**src/rtl/chan_pkg.sv**
```systemverilog
// rtl/chan_pkg.sv - shared state encoding and payload helper for channel dispatch blocks
package chan_pkg;

   typedef enum logic [1:0] {
      IDLE  = 2'd0,
      SEND  = 2'd1,
      RECV  = 2'd2,
      STALL = 2'd3
   } state_e;

   localparam int DEFAULT_DATA_W = 8;
   localparam int MAX_DATA_W     = 32;

   // Callers truncate the result to their own width, which gives the sum modulo 2^DATA_W.
   function automatic logic [MAX_DATA_W-1:0] chan_payload(
      input logic [MAX_DATA_W-1:0] cmd,
      input int unsigned           idx,
      input logic                  offset_en
   );
      return offset_en ? cmd + MAX_DATA_W'(idx) : cmd;
   endfunction

endpackage

```
**src/rtl/fork_join_dispatcher_if.sv**
```systemverilog
// rtl/fork_join_dispatcher_if.sv - command, fan-out request, shared response and result bundle
interface fork_join_dispatcher_if #(
   parameter int N_CHAN = 2,
   parameter int DATA_W = chan_pkg::DEFAULT_DATA_W
);
   logic                     cmd_valid;
   logic                     cmd_ready;
   logic [DATA_W-1:0]        cmd_data;
   logic [N_CHAN-1:0]        req_valid;
   logic [N_CHAN-1:0]        req_ready;
   logic [N_CHAN*DATA_W-1:0] req_data;
   logic                     rsp_valid;
   logic                     rsp_ready;
   logic [DATA_W-1:0]        rsp_data;
   logic                     done_valid;
   logic [DATA_W-1:0]        done_data;

   modport master (
      input  cmd_valid, cmd_data, req_ready, rsp_valid, rsp_data,
      output cmd_ready, req_valid, req_data, rsp_ready, done_valid, done_data
   );

   modport slave (
      output cmd_valid, cmd_data, req_ready, rsp_valid, rsp_data,
      input  cmd_ready, req_valid, req_data, rsp_ready, done_valid, done_data
   );
endinterface

```
**src/rtl/progress_watchdog.sv**
```systemverilog
// rtl/progress_watchdog.sv - counts cycles without progress while active; TIMEOUT=0 never expires
module progress_watchdog #(
   parameter int TIMEOUT = 64
) (
   input  logic clk,
   input  logic rst,
   input  logic active,
   input  logic progress,
   output logic expired
);
   localparam int CW = (TIMEOUT > 0) ? $clog2(TIMEOUT + 1) : 1;
   localparam logic [CW-1:0] LIMIT = (TIMEOUT > 0) ? CW'(TIMEOUT - 1) : '0;

   logic [CW-1:0] count;

   // Leaving the active states clears the count, so every state entry starts from zero.
   always_ff @(posedge clk) begin
      if (rst || !active || progress) begin
         count <= '0;
      end else if (count != {CW{1'b1}}) begin
         count <= count + CW'(1);
      end
   end

   assign expired = (TIMEOUT > 0) && active && !progress && (count == LIMIT);

endmodule

```
**src/rtl/fork_join_dispatcher.sv**
```systemverilog
// rtl/fork_join_dispatcher.sv - forks one command to N_CHAN channels, joins, then returns one response
module fork_join_dispatcher
   import chan_pkg::*;
#(
   parameter int N_CHAN     = 2,
   parameter int DATA_W     = DEFAULT_DATA_W,
   parameter int TIMEOUT    = 64,
   parameter int IDX_OFFSET = 1
) (
   input  logic                   clk,
   input  logic                   rst,
   fork_join_dispatcher_if.master bus,
   input  logic                   clear,
   output logic                   deadlock,
   output logic [1:0]             deadlock_state
);
   state_e            state;
   state_e            state_d;
   logic [N_CHAN-1:0] sent;
   logic [N_CHAN-1:0] xfer;
   logic [DATA_W-1:0] cmd_q;
   logic              cmd_fire;
   logic              rsp_fire;
   logic              active;
   logic              progress;
   logic              expired;

   assign bus.cmd_ready = (state == IDLE);
   assign bus.req_valid = (state == SEND) ? ~sent : '0;
   assign bus.rsp_ready = (state == RECV);

   assign cmd_fire = bus.cmd_valid && bus.cmd_ready;
   assign rsp_fire = bus.rsp_valid && bus.rsp_ready;
   assign xfer     = bus.req_valid & bus.req_ready;
   assign active   = (state == SEND) || (state == RECV);
   assign progress = (|xfer) || rsp_fire;

   always_comb begin
      bus.req_data = '0;
      if (state == SEND) begin
         for (int i = 0; i < N_CHAN; i++) begin
            bus.req_data[i*DATA_W +: DATA_W] =
               DATA_W'(chan_payload(MAX_DATA_W'(cmd_q), i, IDX_OFFSET != 0));
         end
      end
   end

   progress_watchdog #(
      .TIMEOUT (TIMEOUT)
   ) u_watchdog (
      .clk      (clk),
      .rst      (rst),
      .active   (active),
      .progress (progress),
      .expired  (expired)
   );

   // Join counts this cycle's transfers, so RECV follows the last send with no extra cycle.
   always_comb begin
      state_d = state;
      unique case (state)
         IDLE:    if (cmd_fire) state_d = SEND;
         SEND:    if (expired) state_d = STALL;
                  else if (&(sent | xfer)) state_d = RECV;
         RECV:    if (expired) state_d = STALL;
                  else if (rsp_fire) state_d = IDLE;
         STALL:   if (clear) state_d = IDLE;
         default: state_d = IDLE;
      endcase
   end

   always_ff @(posedge clk) begin
      if (rst) begin
         state          <= IDLE;
         sent           <= '0;
         cmd_q          <= '0;
         bus.done_valid <= 1'b0;
         bus.done_data  <= '0;
         deadlock       <= 1'b0;
         deadlock_state <= 2'd0;
      end else begin
         state          <= state_d;
         bus.done_valid <= rsp_fire;
         if (rsp_fire) begin
            bus.done_data <= bus.rsp_data;
         end
         if (cmd_fire) begin
            cmd_q <= bus.cmd_data;
            sent  <= '0;
         end else if (state == SEND) begin
            sent <= sent | xfer;
         end
         if (expired) begin
            deadlock       <= 1'b1;
            deadlock_state <= state;
         end else if ((state == STALL) && clear) begin
            deadlock       <= 1'b0;
            deadlock_state <= 2'd0;
         end
      end
   end

endmodule

```
**src/flat_wrapper.sv**
```systemverilog
// flat-port wrapper written by rule: the top's interface ports become plain ports
module fork_join_dispatcher_flat import chan_pkg::*;
#(
   parameter int N_CHAN     = 2,
   parameter int DATA_W     = DEFAULT_DATA_W,
   parameter int TIMEOUT    = 64,
   parameter int IDX_OFFSET = 1
)
  (clk, rst, clear, deadlock, deadlock_state, bus_cmd_valid, bus_cmd_data, bus_req_ready, bus_rsp_valid, bus_rsp_data, bus_cmd_ready, bus_req_valid, bus_req_data, bus_rsp_ready, bus_done_valid, bus_done_data);
  fork_join_dispatcher_if #(.N_CHAN(N_CHAN), .DATA_W(DATA_W)) bus_i ();
  input  logic clk;
  input  logic rst;
  input  logic clear;
  output logic deadlock;
  output logic [1:0] deadlock_state;
  input wire logic [$bits(bus_i.cmd_valid)-1:0] bus_cmd_valid;
  input wire logic [$bits(bus_i.cmd_data)-1:0] bus_cmd_data;
  input wire logic [$bits(bus_i.req_ready)-1:0] bus_req_ready;
  input wire logic [$bits(bus_i.rsp_valid)-1:0] bus_rsp_valid;
  input wire logic [$bits(bus_i.rsp_data)-1:0] bus_rsp_data;
  output wire logic [$bits(bus_i.cmd_ready)-1:0] bus_cmd_ready;
  output wire logic [$bits(bus_i.req_valid)-1:0] bus_req_valid;
  output wire logic [$bits(bus_i.req_data)-1:0] bus_req_data;
  output wire logic [$bits(bus_i.rsp_ready)-1:0] bus_rsp_ready;
  output wire logic [$bits(bus_i.done_valid)-1:0] bus_done_valid;
  output wire logic [$bits(bus_i.done_data)-1:0] bus_done_data;
  assign bus_i.cmd_valid = bus_cmd_valid;
  assign bus_i.cmd_data = bus_cmd_data;
  assign bus_i.req_ready = bus_req_ready;
  assign bus_i.rsp_valid = bus_rsp_valid;
  assign bus_i.rsp_data = bus_rsp_data;
  assign bus_cmd_ready = bus_i.cmd_ready;
  assign bus_req_valid = bus_i.req_valid;
  assign bus_req_data = bus_i.req_data;
  assign bus_rsp_ready = bus_i.rsp_ready;
  assign bus_done_valid = bus_i.done_valid;
  assign bus_done_data = bus_i.done_data;
  fork_join_dispatcher #(.N_CHAN(N_CHAN), .DATA_W(DATA_W), .TIMEOUT(TIMEOUT), .IDX_OFFSET(IDX_OFFSET)) u_core (.clk(clk), .rst(rst), .bus(bus_i), .clear(clear), .deadlock(deadlock), .deadlock_state(deadlock_state));
endmodule
```
**config.mk**
```make
export PLATFORM = sky130hd
export DESIGN_NAME = fork_join_dispatcher_flat
export DESIGN_NICKNAME = d
export VERILOG_FILES = /design/src/rtl/chan_pkg.sv /design/src/rtl/fork_join_dispatcher_if.sv /design/src/rtl/progress_watchdog.sv /design/src/rtl/fork_join_dispatcher.sv /design/src/flat_wrapper.sv
export SDC_FILE = /design/constraint.sdc
export NUM_CORES = 1
export LEC_CHECK = 0
export ABC_AREA = 1
export BUFFER_PORTS_ARGS = -buffer_cell sky130_fd_sc_hd__buf_2
export CAP_MARGIN = 20
export CORE_UTILIZATION = 30
export DETAILED_ROUTE_END_ITERATION = 10
export GPL_TIMING_DRIVEN = 0
export MAX_ROUTING_LAYER = met4
export SLEW_MARGIN = 20
export SYNTH_ARGS = -nofsm -noshare
export SYNTH_HDL_FRONTEND = slang
export SYNTH_HIERARCHICAL = 1
export SYNTH_SLANG_ARGS = --single-unit
```
**constraint.sdc**
```tcl
create_clock -name clk -period 5.7 [get_ports clk]
set_input_delay 1.425 -clock clk [delete_from_list [all_inputs] [get_ports clk]]
set_output_delay 1.425 -clock clk [all_outputs]
set_load 0.02 [all_outputs]
```
==> results of run 1 <==
layout make-up:
cell class / count / area, um2 / area share [%]
Timing Repair Buffer: 54 / 270 / 13.4
Clock buffer: 6 / 82.6 / 4.10
Inverter: 29 / 110 / 5.47
Clock inverter: 1 / 5.00 / 0.249
Tap cell: 67 / 83.8 / 4.17
Sequential cell: 31 / 621 / 30.8
Multi-Input combinational cell: 163 / 810 / 40.2
Buffer: 5 / 30.0 / 1.49
path summary, 6_finish.rpt:
path / start / to / slack [ns] / cells after the start
setup reg to reg: u_core/state[0] / u_core/state[1] / 3.01 / 12
hold / removal: u_core/deadlock_state[1] / u_core/deadlock_state[1] / 0.46 / 2
setup / recovery: u_core/state[1] / bus_req_data[11] / 2.58 / 7
hold reg to reg: u_core/deadlock_state[1] / u_core/deadlock_state[1] / 0.46 / 2
metal layers:
layer  up-vias  global-route usage [%]  routed length (um)
met5         -                       -                   0
met4         0                    8.18                  79
met3         8                    3.52                 168
met2        39                    24.4                1740
met1       674                    17.2                1680
li1        837                       -                   -
synth_stat cells:
cell                        n
sky130_fd_sc_hd__o21ai_1    3
sky130_fd_sc_hd__or2_2      1
sky130_fd_sc_hd__nor3_1     1
sky130_fd_sc_hd__o21ai_0   20
sky130_fd_sc_hd__nand4_1    2
sky130_fd_sc_hd__o221ai_1   1
sky130_fd_sc_hd__buf_6      1
sky130_fd_sc_hd__ha_1       7
sky130_fd_sc_hd__nand2_4    1
sky130_fd_sc_hd__nand3_2    2
sky130_fd_sc_hd__nand3b_1   1
sky130_fd_sc_hd__clkinv_2   1
sky130_fd_sc_hd__a21oi_1   14
sky130_fd_sc_hd__clkbuf_1   1
sky130_fd_sc_hd__nand2_2    5
sky130_fd_sc_hd__nor2_2     3
sky130_fd_sc_hd__nand2_1   41
sky130_fd_sc_hd__a31oi_1    3
sky130_fd_sc_hd__nor2_4     2
sky130_fd_sc_hd__nand3_1    4
sky130_fd_sc_hd__nor2_1    50
sky130_fd_sc_hd__inv_1     26
sky130_fd_sc_hd__inv_2      2
sky130_fd_sc_hd__buf_2      3
sky130_fd_sc_hd__and3_1     2
sky130_fd_sc_hd__dfxtp_1   31
power breakdown:
group          switching (W)  leakage [nW]  internal (W)
clock network      0.0000789        0.0470     0.0000945
registers          0.0000322         0.252      0.000248
logic               0.000181         0.712      0.000102
total               0.000292          1.01      0.000444
layout by cell type, fill, tap and decap left out, types with 2 or more instances in the layout:
cell / instances
sky130_fd_sc_hd__a21oi_1: 14
sky130_fd_sc_hd__a31oi_1: 3
sky130_fd_sc_hd__and3_1: 2
sky130_fd_sc_hd__buf_2: 57
sky130_fd_sc_hd__clkbuf_8: 6
sky130_fd_sc_hd__clkinv_2: 2
sky130_fd_sc_hd__dfxtp_1: 31
sky130_fd_sc_hd__ha_1: 7
sky130_fd_sc_hd__inv_1: 26
sky130_fd_sc_hd__inv_2: 2
sky130_fd_sc_hd__nand2_1: 41
sky130_fd_sc_hd__nand2_2: 5
sky130_fd_sc_hd__nand3_1: 4
sky130_fd_sc_hd__nand3_2: 2
sky130_fd_sc_hd__nand4_1: 2
sky130_fd_sc_hd__nor2_1: 50
sky130_fd_sc_hd__nor2_2: 3
sky130_fd_sc_hd__nor2_4: 2
sky130_fd_sc_hd__o21ai_0: 20
sky130_fd_sc_hd__o21ai_1: 3
stage by stage:
stage          setup WS (ns)  hold WS, ns  cells  utilization, %  total power, W
6_report                2.58        0.461    356            41.2        0.000736
5_1_grt                 2.22        0.488    356            41.2        0.000797
4_1_cts                 2.57        0.467    356            41.2        0.000745
3_5_place_dp            2.33        0.458    349            39.4        0.000569
3_3_place_gp            2.30        0.446    349            39.4        0.000566
2_1_floorplan           2.81        0.469    228               -        0.000487
flip-flops by register name, summed over array words and instances (netlist names):
register and flops:
u_core/bus.done_data 8, u_core/u_watchdog/count 7, u_core/sent 2, u_core/cmd_q 8, u_core/state 2, u_core/bus.done_valid 1, u_core/deadlock_state 2, u_core/deadlock 1
worst max-delay path, cell delays in order, from the launching register on:
cell and delay (ns):
sky130_fd_sc_hd__dfxtp_1 0.35, sky130_fd_sc_hd__inv_1 0.14, sky130_fd_sc_hd__ha_1 0.18, sky130_fd_sc_hd__buf_6 0.14, sky130_fd_sc_hd__buf_2 0.20, sky130_fd_sc_hd__o21ai_0 0.10
sky130_fd_sc_hd__a21oi_1 0.13, sky130_fd_sc_hd__buf_2 0.18
logic make-up after synthesis:
family,Yosys count,share of synthesized area [%]
AOI/OAI and AO/OA,41,13.5
adders and majority gates,7,5.58
buffers and inverters,34,8.92
DFF,31,39.5
and+or+nand+nor,115,32.4
==> impl_metrics.prom, run 1 <==
# TYPE chip_impl_metric gauge
chip_impl_info{name="outcome",value="completed"} 1
chip_impl_metric{name="finalNetCount",unit=""} 319
chip_impl_metric{name="p_leak",unit="nW"} 1.01
chip_impl_info{name="timing.critical_path.from_type",value="register"} 1
chip_impl_info{name="hp-class",value="register to register"} 1
chip_impl_metric{name="dpl.hpwl",unit="um"} 2810
chip_impl_metric{name="endpoints_failing_hold",unit=""} 0
chip_impl_metric{name="clk-insertion-delay-late",unit="ns"} 0.29
chip_impl_metric{name="wire_length_of_the_first_global_routing_pass",unit="um"} 6100
chip_impl_info{name="synth.largest_area_cell",value="sky130_fd_sc_hd__dfxtp_1"} 1
chip_impl_metric{name="grt_max_degree",unit=""} 11
chip_impl_metric{name="post-route-drc-count",unit=""} 0
chip_impl_metric{name="area_of_the_core",unit="um2"} 4880
chip_impl_metric{name="chipWidth",unit="um"} 74.3
chip_impl_info{name="endpoint_kind",value="primary output"} 1
chip_impl_metric{name="synth.top_cell.area_share",unit="%"} 39.5
chip_impl_info{name="criticalPathCategory",value="register to primary output"} 1
chip_impl_metric{name="htree_levels",unit=""} 2
chip_impl_metric{name="post_cts.repair.setup_buffers",unit=""} 0
chip_impl_metric{name="vdd_ir_drop_max",unit="uV"} 124
chip_impl_metric{name="power-per-cell-area",unit="nW/um2"} 366
chip_impl_metric{name="critPathMaxFanout",unit=""} 10
chip_impl_info{name="ys_top_cells_by_area",value="sky130_fd_sc_hd__dfxtp_1 40%, sky130_fd_sc_hd__nor2_1 12%, sky130_fd_sc_hd__nand2_1 9.8%"} 1
chip_impl_metric{name="ctsHoldBuffers",unit=""} 0
chip_impl_metric{name="synth_fp_nets",unit=""} 258
chip_impl_metric{name="antenna_found_initial",unit=""} 0
chip_impl_metric{name="synthesis.instances",unit=""} 228
chip_impl_metric{name="max_freq",unit="MHz"} 321
chip_impl_metric{name="number_of_cts_inserted_buffers",unit=""} 5
chip_impl_metric{name="first_iter_violations",unit=""} 76
chip_impl_metric{name="insertedDiodeCount",unit=""} 0
chip_impl_metric{name="drive_gt1_share",unit="%"} 28.4
chip_impl_metric{name="drv.max_cap_violation_count",unit=""} 0
chip_impl_metric{name="via_count_of_the_routed_design",unit=""} 1558
chip_impl_metric{name="finalSetupViolations",unit=""} 0
chip_impl_metric{name="critical_path_arrival",unit="ns"} 1.69
chip_impl_info{name="grt_setup_unrepaired",value="false"} 1
chip_impl_metric{name="cts_buffer_depth",unit=""} 2
chip_impl_metric{name="die_y",unit="um"} 74.3
chip_impl_metric{name="max-slew-margin-rel",unit="%"} 47.8
chip_impl_metric{name="grt-ovfl-total",unit=""} 0
chip_impl_metric{name="worst_ep_required_time",unit="ns"} 4.28
chip_impl_metric{name="drt_first_pass_iters",unit=""} 4
chip_impl_metric{name="worst_slew_pin_slew",unit="ns"} 0.777
chip_impl_metric{name="place.gp.congestion",unit=""} 0.794
chip_impl_metric{name="cts_sinks",unit=""} 31
chip_impl_metric{name="synth_area",unit="um2"} 1570
chip_impl_metric{name="initial_utilization",unit="%"} 32.2
chip_impl_metric{name="postLayoutCellArea",unit="um2"} 2010
chip_impl_metric{name="layout_worst_path_cycle_share",unit="%"} 54.7
chip_impl_metric{name="yosysWarningCount",unit=""} 6
chip_impl_metric{name="antenna_left",unit=""} 0
chip_impl_info{name="tritoncts",value="yes"} 1
chip_impl_metric{name="post_syn_area_per_cell",unit="um2"} 6.89
chip_impl_metric{name="total_die_area",unit="um2"} 5530
chip_impl_metric{name="post_cts_sizing_count",unit=""} 0
chip_impl_metric{name="cts.reportedPaths.clkPinSlew",unit="ns"} 0.06
chip_impl_metric{name="fin_crit",unit="ns"} 3.12
chip_impl_metric{name="finClkSkew",unit="ns"} 0.00491
chip_impl_metric{name="synth.ff_latch_count",unit=""} 31
chip_impl_metric{name="number_of_global_route_vias_before_repair",unit=""} 1425
chip_impl_metric{name="via_per_inst",unit=""} 4.38
chip_impl_metric{name="placement.io_buffers",unit=""} 54
chip_impl_metric{name="fin_setup_tns",unit="ns"} 0
chip_impl_metric{name="groute.usage.overall",unit="%"} 15.1
chip_impl_metric{name="ys_types",unit=""} 26
chip_impl_metric{name="seq_area_frac_synth",unit="%"} 39.5
chip_impl_metric{name="wl",unit="um"} 3670
chip_impl_metric{name="final-max-slew-violation-count",unit=""} 0
chip_impl_metric{name="post_drt_wl_per_cell",unit="um"} 10.3
chip_impl_info{name="cts_root_buffer",value="sky130_fd_sc_hd__clkbuf_8"} 1
chip_impl_metric{name="n_fill_cell",unit=""} 562
chip_impl_metric{name="flow.area_growth_from_synthesis",unit="%"} 28.1
chip_impl_metric{name="placementRows",unit=""} 25
chip_impl_metric{name="io_pins",unit=""} 55
chip_impl_metric{name="post_dp_cell_area",unit="um2"} 1920
(Power assumes the default switching activity.)
==> run 2: changes to the inputs <==
--- a/config.mk
+++ b/config.mk
@@ -5,7 +5,7 @@
 export SDC_FILE = /design/constraint.sdc
 export NUM_CORES = 1
 export LEC_CHECK = 0
-export ABC_AREA = 1
+export ABC_AREA = 0
 export BUFFER_PORTS_ARGS = -buffer_cell sky130_fd_sc_hd__buf_2
 export CAP_MARGIN = 20
 export CORE_UTILIZATION = 30
==> constraint.sdc (replaced) <==
create_clock -name clk -period 2.92 [get_ports clk]
set_input_delay 0.73 -clock clk [delete_from_list [all_inputs] [get_ports clk]]
set_output_delay 0.73 -clock clk [all_outputs]
set_load 0.02 [all_outputs]
==> run 2 against run 1 <==
Effect of this change:
- critical endpoint is now u_core/state[1]
- sequential cell count unchanged
- via count down 4.2%
- die area down 1.1%
- global-route usage down 0.50 points
- clock skew up 0.0028 ns
- power up 81%
- combinational power up 73%
- register-to-register slack worse by 2.8 ns
- largest power group is now sequential cells
==> impl_metrics.prom, run 2 <==
# TYPE chip_impl_metric gauge
chip_impl_metric{name="worst_slew_pin_slew",unit="ns"} 0.465
chip_impl_metric{name="synth_fp_nets",unit=""} 229
chip_impl_metric{name="placementRows",unit=""} 25
chip_impl_metric{name="io_pins",unit=""} 55
chip_impl_metric{name="cts.reportedPaths.clkPinSlew",unit="ns"} 0.07
chip_impl_metric{name="htree_levels",unit=""} 2
chip_impl_info{name="criticalPathCategory",value="register to register"} 1
chip_impl_info{name="grt_setup_unrepaired",value="false"} 1
chip_impl_metric{name="setup_ws",unit="ns"} 0.237
chip_impl_metric{name="cts_sinks",unit=""} 31
chip_impl_metric{name="synth.top_cell.area_share",unit="%"} 40.0
chip_impl_info{name="cell_breakdown_of_the_critical_path",value="inv_1 -> ha_1 -> nand2_2 -> nand2_1 -> nor4b_4 -> inv_2 -> a311o_1 -> or4_1 -> o31ai_1"} 1
chip_impl_metric{name="antenna_found_initial",unit=""} 0
chip_impl_metric{name="chipWidth",unit="um"} 73.9
chip_impl_metric{name="critical_path_arrival",unit="ns"} 2.88
chip_impl_metric{name="drv.max_cap_violation_count",unit=""} 0
chip_impl_metric{name="synthesis.instances",unit=""} 199
chip_impl_metric{name="p_int",unit="W"} 0.000827
chip_impl_metric{name="reg2regPathDepth",unit=""} 9
chip_impl_metric{name="post-route-drc-count",unit=""} 0
chip_impl_info{name="endpoint_kind",value="register"} 1
chip_impl_info{name="synth.cells.most_frequent",value="43 x sky130_fd_sc_hd__nand2_1, 31 x sky130_fd_sc_hd__dfxtp_1, 27 x sky130_fd_sc_hd__a21oi_1"} 1
chip_impl_metric{name="dpl.hpwl",unit="um"} 2760
chip_impl_metric{name="synth.ff_latch_count",unit=""} 31
chip_impl_info{name="mostFrequentLayoutCell",value="sky130_fd_sc_hd__buf_2"} 1
chip_impl_metric{name="final-max-slew-violation-count",unit=""} 0
chip_impl_metric{name="via_per_inst",unit=""} 4.55
chip_impl_metric{name="synth_async_sr_flop_share",unit="%"} 0
chip_impl_metric{name="power.clock.fraction",unit="%"} 24.3
chip_impl_info{name="synth_flop_cell",value="sky130_fd_sc_hd__dfxtp_1"} 1
chip_impl_metric{name="synth-edff-count",unit=""} 0
chip_impl_metric{name="power-per-cell-area",unit="nW/um2"} 662
chip_impl_metric{name="finalNetCount",unit=""} 290
chip_impl_metric{name="post_dp_cell_area",unit="um2"} 1910
chip_impl_metric{name="cts_buffer_depth",unit=""} 2
chip_impl_metric{name="area_of_the_core",unit="um2"} 4850
chip_impl_metric{name="worst_ep_required_time",unit="ns"} 3.12
chip_impl_metric{name="first_iter_violations",unit=""} 55
chip_impl_metric{name="fin_setup_tns",unit="ns"} 0
chip_impl_info{name="cts_root_buffer",value="sky130_fd_sc_hd__clkbuf_8"} 1
chip_impl_metric{name="finClkSkew",unit="ns"} 0.00768
chip_impl_metric{name="ctsHoldBuffers",unit=""} 0
chip_impl_metric{name="postLayoutCellArea",unit="um2"} 2010
chip_impl_metric{name="p_leak",unit="nW"} 0.887
chip_impl_metric{name="endpoints_failing_hold",unit=""} 0
chip_impl_metric{name="number_of_global_route_vias_before_repair",unit=""} 1381
chip_impl_metric{name="wire_length_of_the_first_global_routing_pass",unit="um"} 5940
chip_impl_metric{name="hold-path-cell-count",unit=""} 2
chip_impl_metric{name="power.share.switching",unit="%"} 37.9
chip_impl_info{name="slowest_stage",value="sky130_fd_sc_hd__or4_1"} 1
chip_impl_info{name="outcome",value="completed"} 1
chip_impl_metric{name="place.gp.congestion",unit=""} 0.803
chip_impl_metric{name="placement.io_buffers",unit=""} 54
chip_impl_metric{name="grt_max_degree",unit=""} 12
chip_impl_info{name="ys_top_cells_by_area",value="sky130_fd_sc_hd__dfxtp_1 40%, sky130_fd_sc_hd__nand2_1 10%, sky130_fd_sc_hd__a21oi_1 8.7%"} 1
chip_impl_metric{name="total_die_area",unit="um2"} 5470
chip_impl_metric{name="max-slew-margin-rel",unit="%"} 69.0
chip_impl_metric{name="vdd_ir_drop_max",unit="uV"} 422
chip_impl_info{name="tritoncts",value="yes"} 1
chip_impl_metric{name="via_count_of_the_routed_design",unit=""} 1492
chip_impl_metric{name="post_syn_area_per_cell",unit="um2"} 7.80
chip_impl_info{name="synth.largest_area_cell",value="sky130_fd_sc_hd__dfxtp_1"} 1
chip_impl_metric{name="max_freq",unit="MHz"} 373
chip_impl_metric{name="groute.usage.overall",unit="%"} 14.6
chip_impl_metric{name="switching_power",unit="W"} 0.000505
chip_impl_metric{name="ys_types",unit=""} 34
chip_impl_metric{name="gate_power_share",unit="%"} 36.7
chip_impl_metric{name="post_drt_wl_per_cell",unit="um"} 11.1
chip_impl_info{name="largest_registers",value="u_core/bus.done_data x8, u_core/cmd_q x8, u_core/u_watchdog/count x7"} 1
chip_impl_metric{name="cpPeakStageDelay",unit="ns"} 0.48
chip_impl_metric{name="layout_worst_path_cycle_share",unit="%"} 91.9
chip_impl_metric{name="yosysWarningCount",unit=""} 6
chip_impl_info{name="most_common_cell_in_the_synthesized_netlist",value="sky130_fd_sc_hd__nand2_1"} 1
chip_impl_metric{name="number_of_cts_inserted_buffers",unit=""} 5
chip_impl_metric{name="drt_first_pass_iters",unit=""} 4
chip_impl_metric{name="seq_area_frac_synth",unit="%"} 40.0
chip_impl_metric{name="dpl_worst_slack",unit="ns"} -0.344
chip_impl_metric{name="initial_utilization",unit="%"} 32.0
chip_impl_metric{name="drive_gt1_share",unit="%"} 26.8
chip_impl_metric{name="finalSetupViolations",unit=""} 0
chip_impl_metric{name="n_fill_cell",unit=""} 533
chip_impl_metric{name="antenna_left",unit=""} 0
chip_impl_metric{name="fin_crit",unit="ns"} 2.68
chip_impl_metric{name="wl",unit="um"} 3630
chip_impl_metric{name="insertedDiodeCount",unit=""} 0
chip_impl_info{name="timing.critical_path.from_type",value="register"} 1
chip_impl_info{name="hp-class",value="register to register"} 1
chip_impl_metric{name="critPathMaxFanout",unit=""} 10
chip_impl_metric{name="sequentialPowerShare",unit="%"} 39.0
chip_impl_info{name="most_frequent_cells_in_the_layout",value="56 x sky130_fd_sc_hd__buf_2, 42 x sky130_fd_sc_hd__nand2_1, 31 x sky130_fd_sc_hd__dfxtp_1"} 1
chip_impl_metric{name="clk-insertion-delay-late",unit="ns"} 0.28
chip_impl_metric{name="flow.area_growth_from_synthesis",unit="%"} 29.7
chip_impl_metric{name="synth_area",unit="um2"} 1550
chip_impl_metric{name="grt-ovfl-total",unit=""} 0
chip_impl_metric{name="die_y",unit="um"} 73.9
==> run 2: cell count changes in the layout (fill, tap and decap cells not counted), moves of 5 or more <==
| cell | previous run | this run |
|---|---|---|
| sky130_fd_sc_hd__a21oi_1 | 14 | 27 |
| sky130_fd_sc_hd__nor2_1 | 50 | 5 |
| sky130_fd_sc_hd__clkbuf_1 | 1 | 8 |
| sky130_fd_sc_hd__inv_1 | 26 | 5 |
| sky130_fd_sc_hd__and2_1 | 0 | 17 |
| sky130_fd_sc_hd__o21ai_0 | 20 | 2 |
| sky130_fd_sc_hd__nand3_1 | 4 | 13 |
| sky130_fd_sc_hd__xnor2_1 | 0 | 5 |
==> run 2: logic make-up (layout without fill, tap and decap cells) <==
family	after synthesis	count (layout)	share of synthesized area, %
flip-flops	31	31	40.0
XOR/XNOR	7	7	3.95
AND/OR/NAND/NOR	98	98	31.4
adder cells (fa/ha/maj)	7	7	5.64
buffers and inverters	16	78	4.03
AO/OA/AOI/OAI	40	40	15.0
==> run 2: worst paths after layout <==
| path | startpoint | endpoint | slack, ns |
|---|---|---|---|
| worst min register to register | u_core/bus.done_data[7] | u_core/bus.done_data[7] | 0.46 |
| worst max-delay path | u_core/state[0] | u_core/state[1] | 0.24 |
| worst max register to register | u_core/state[0] | u_core/state[1] | 0.24 |
| worst min-delay path | u_core/bus.done_data[7] | u_core/bus.done_data[7] | 0.46 |
==> run 2: final cells by class <==
type	count	area [um2]	area share, %
Buffer	10	40.0	1.99
Timing Repair Buffer	54	270	13.4
Multi-Input combinational cell	152	887	44.1
Sequential cell	31	621	30.8
Tap cell	67	83.8	4.16
Clock inverter	3	20.0	0.994
Inverter	6	22.5	1.12
Clock buffer	5	68.8	3.42
==> run 2: power by group through the flow <==
stage	Sequential, W	Clock, W	Combinational [W]
6_report	0.000520	0.000323	0.000489
4_1_cts	0.000520	0.000340	0.000496
2_1_floorplan	0.000526	0	0.000339
3_5_place_dp	0.000530	0	0.000486
5_1_grt	0.000530	0.000360	0.000545
3_3_place_gp	0.000528	0	0.000480
==> run 2: repair_timing <==
action | in CTS | in global routing
pin swaps | 0 | 1
setup endpoints to repair | 2 | 2
resized for setup | 2 | 1
setup buffers | 0 | 0
==> run 2: metrics by stage <==
step                      cells  total power [W]  hold slack (ns)  utilization (%)
after global routing        328          0.00144            0.477             41.5
after floorplan             199         0.000865            0.447                -
after CTS                   328          0.00136            0.459             41.5
after detailed placement    320          0.00102            0.448             39.3
after global placement      320          0.00101            0.439             39.3
final                       328          0.00133            0.458             41.5
==> run 2: critical path, delay by kind of cell, from the launching register on <==
kind            cells  cell delay, ns
compound gates      2            0.45
buf+inv             2            0.23
fa+ha+maj           1            0.28
flops               1            0.41
simple gates        4            1.24
==> run 2: routing by layer <==
metal | share of wire, % | up-vias | GRT usage, %
met2 | 45 | 53 | 24.3
met3 | 6.1 | 4 | 3.52
li1 | - | 793 | -
met5 | 0 | - | -
met1 | 49 | 642 | 17.3
met4 | 0.69 | 0 | 4.49
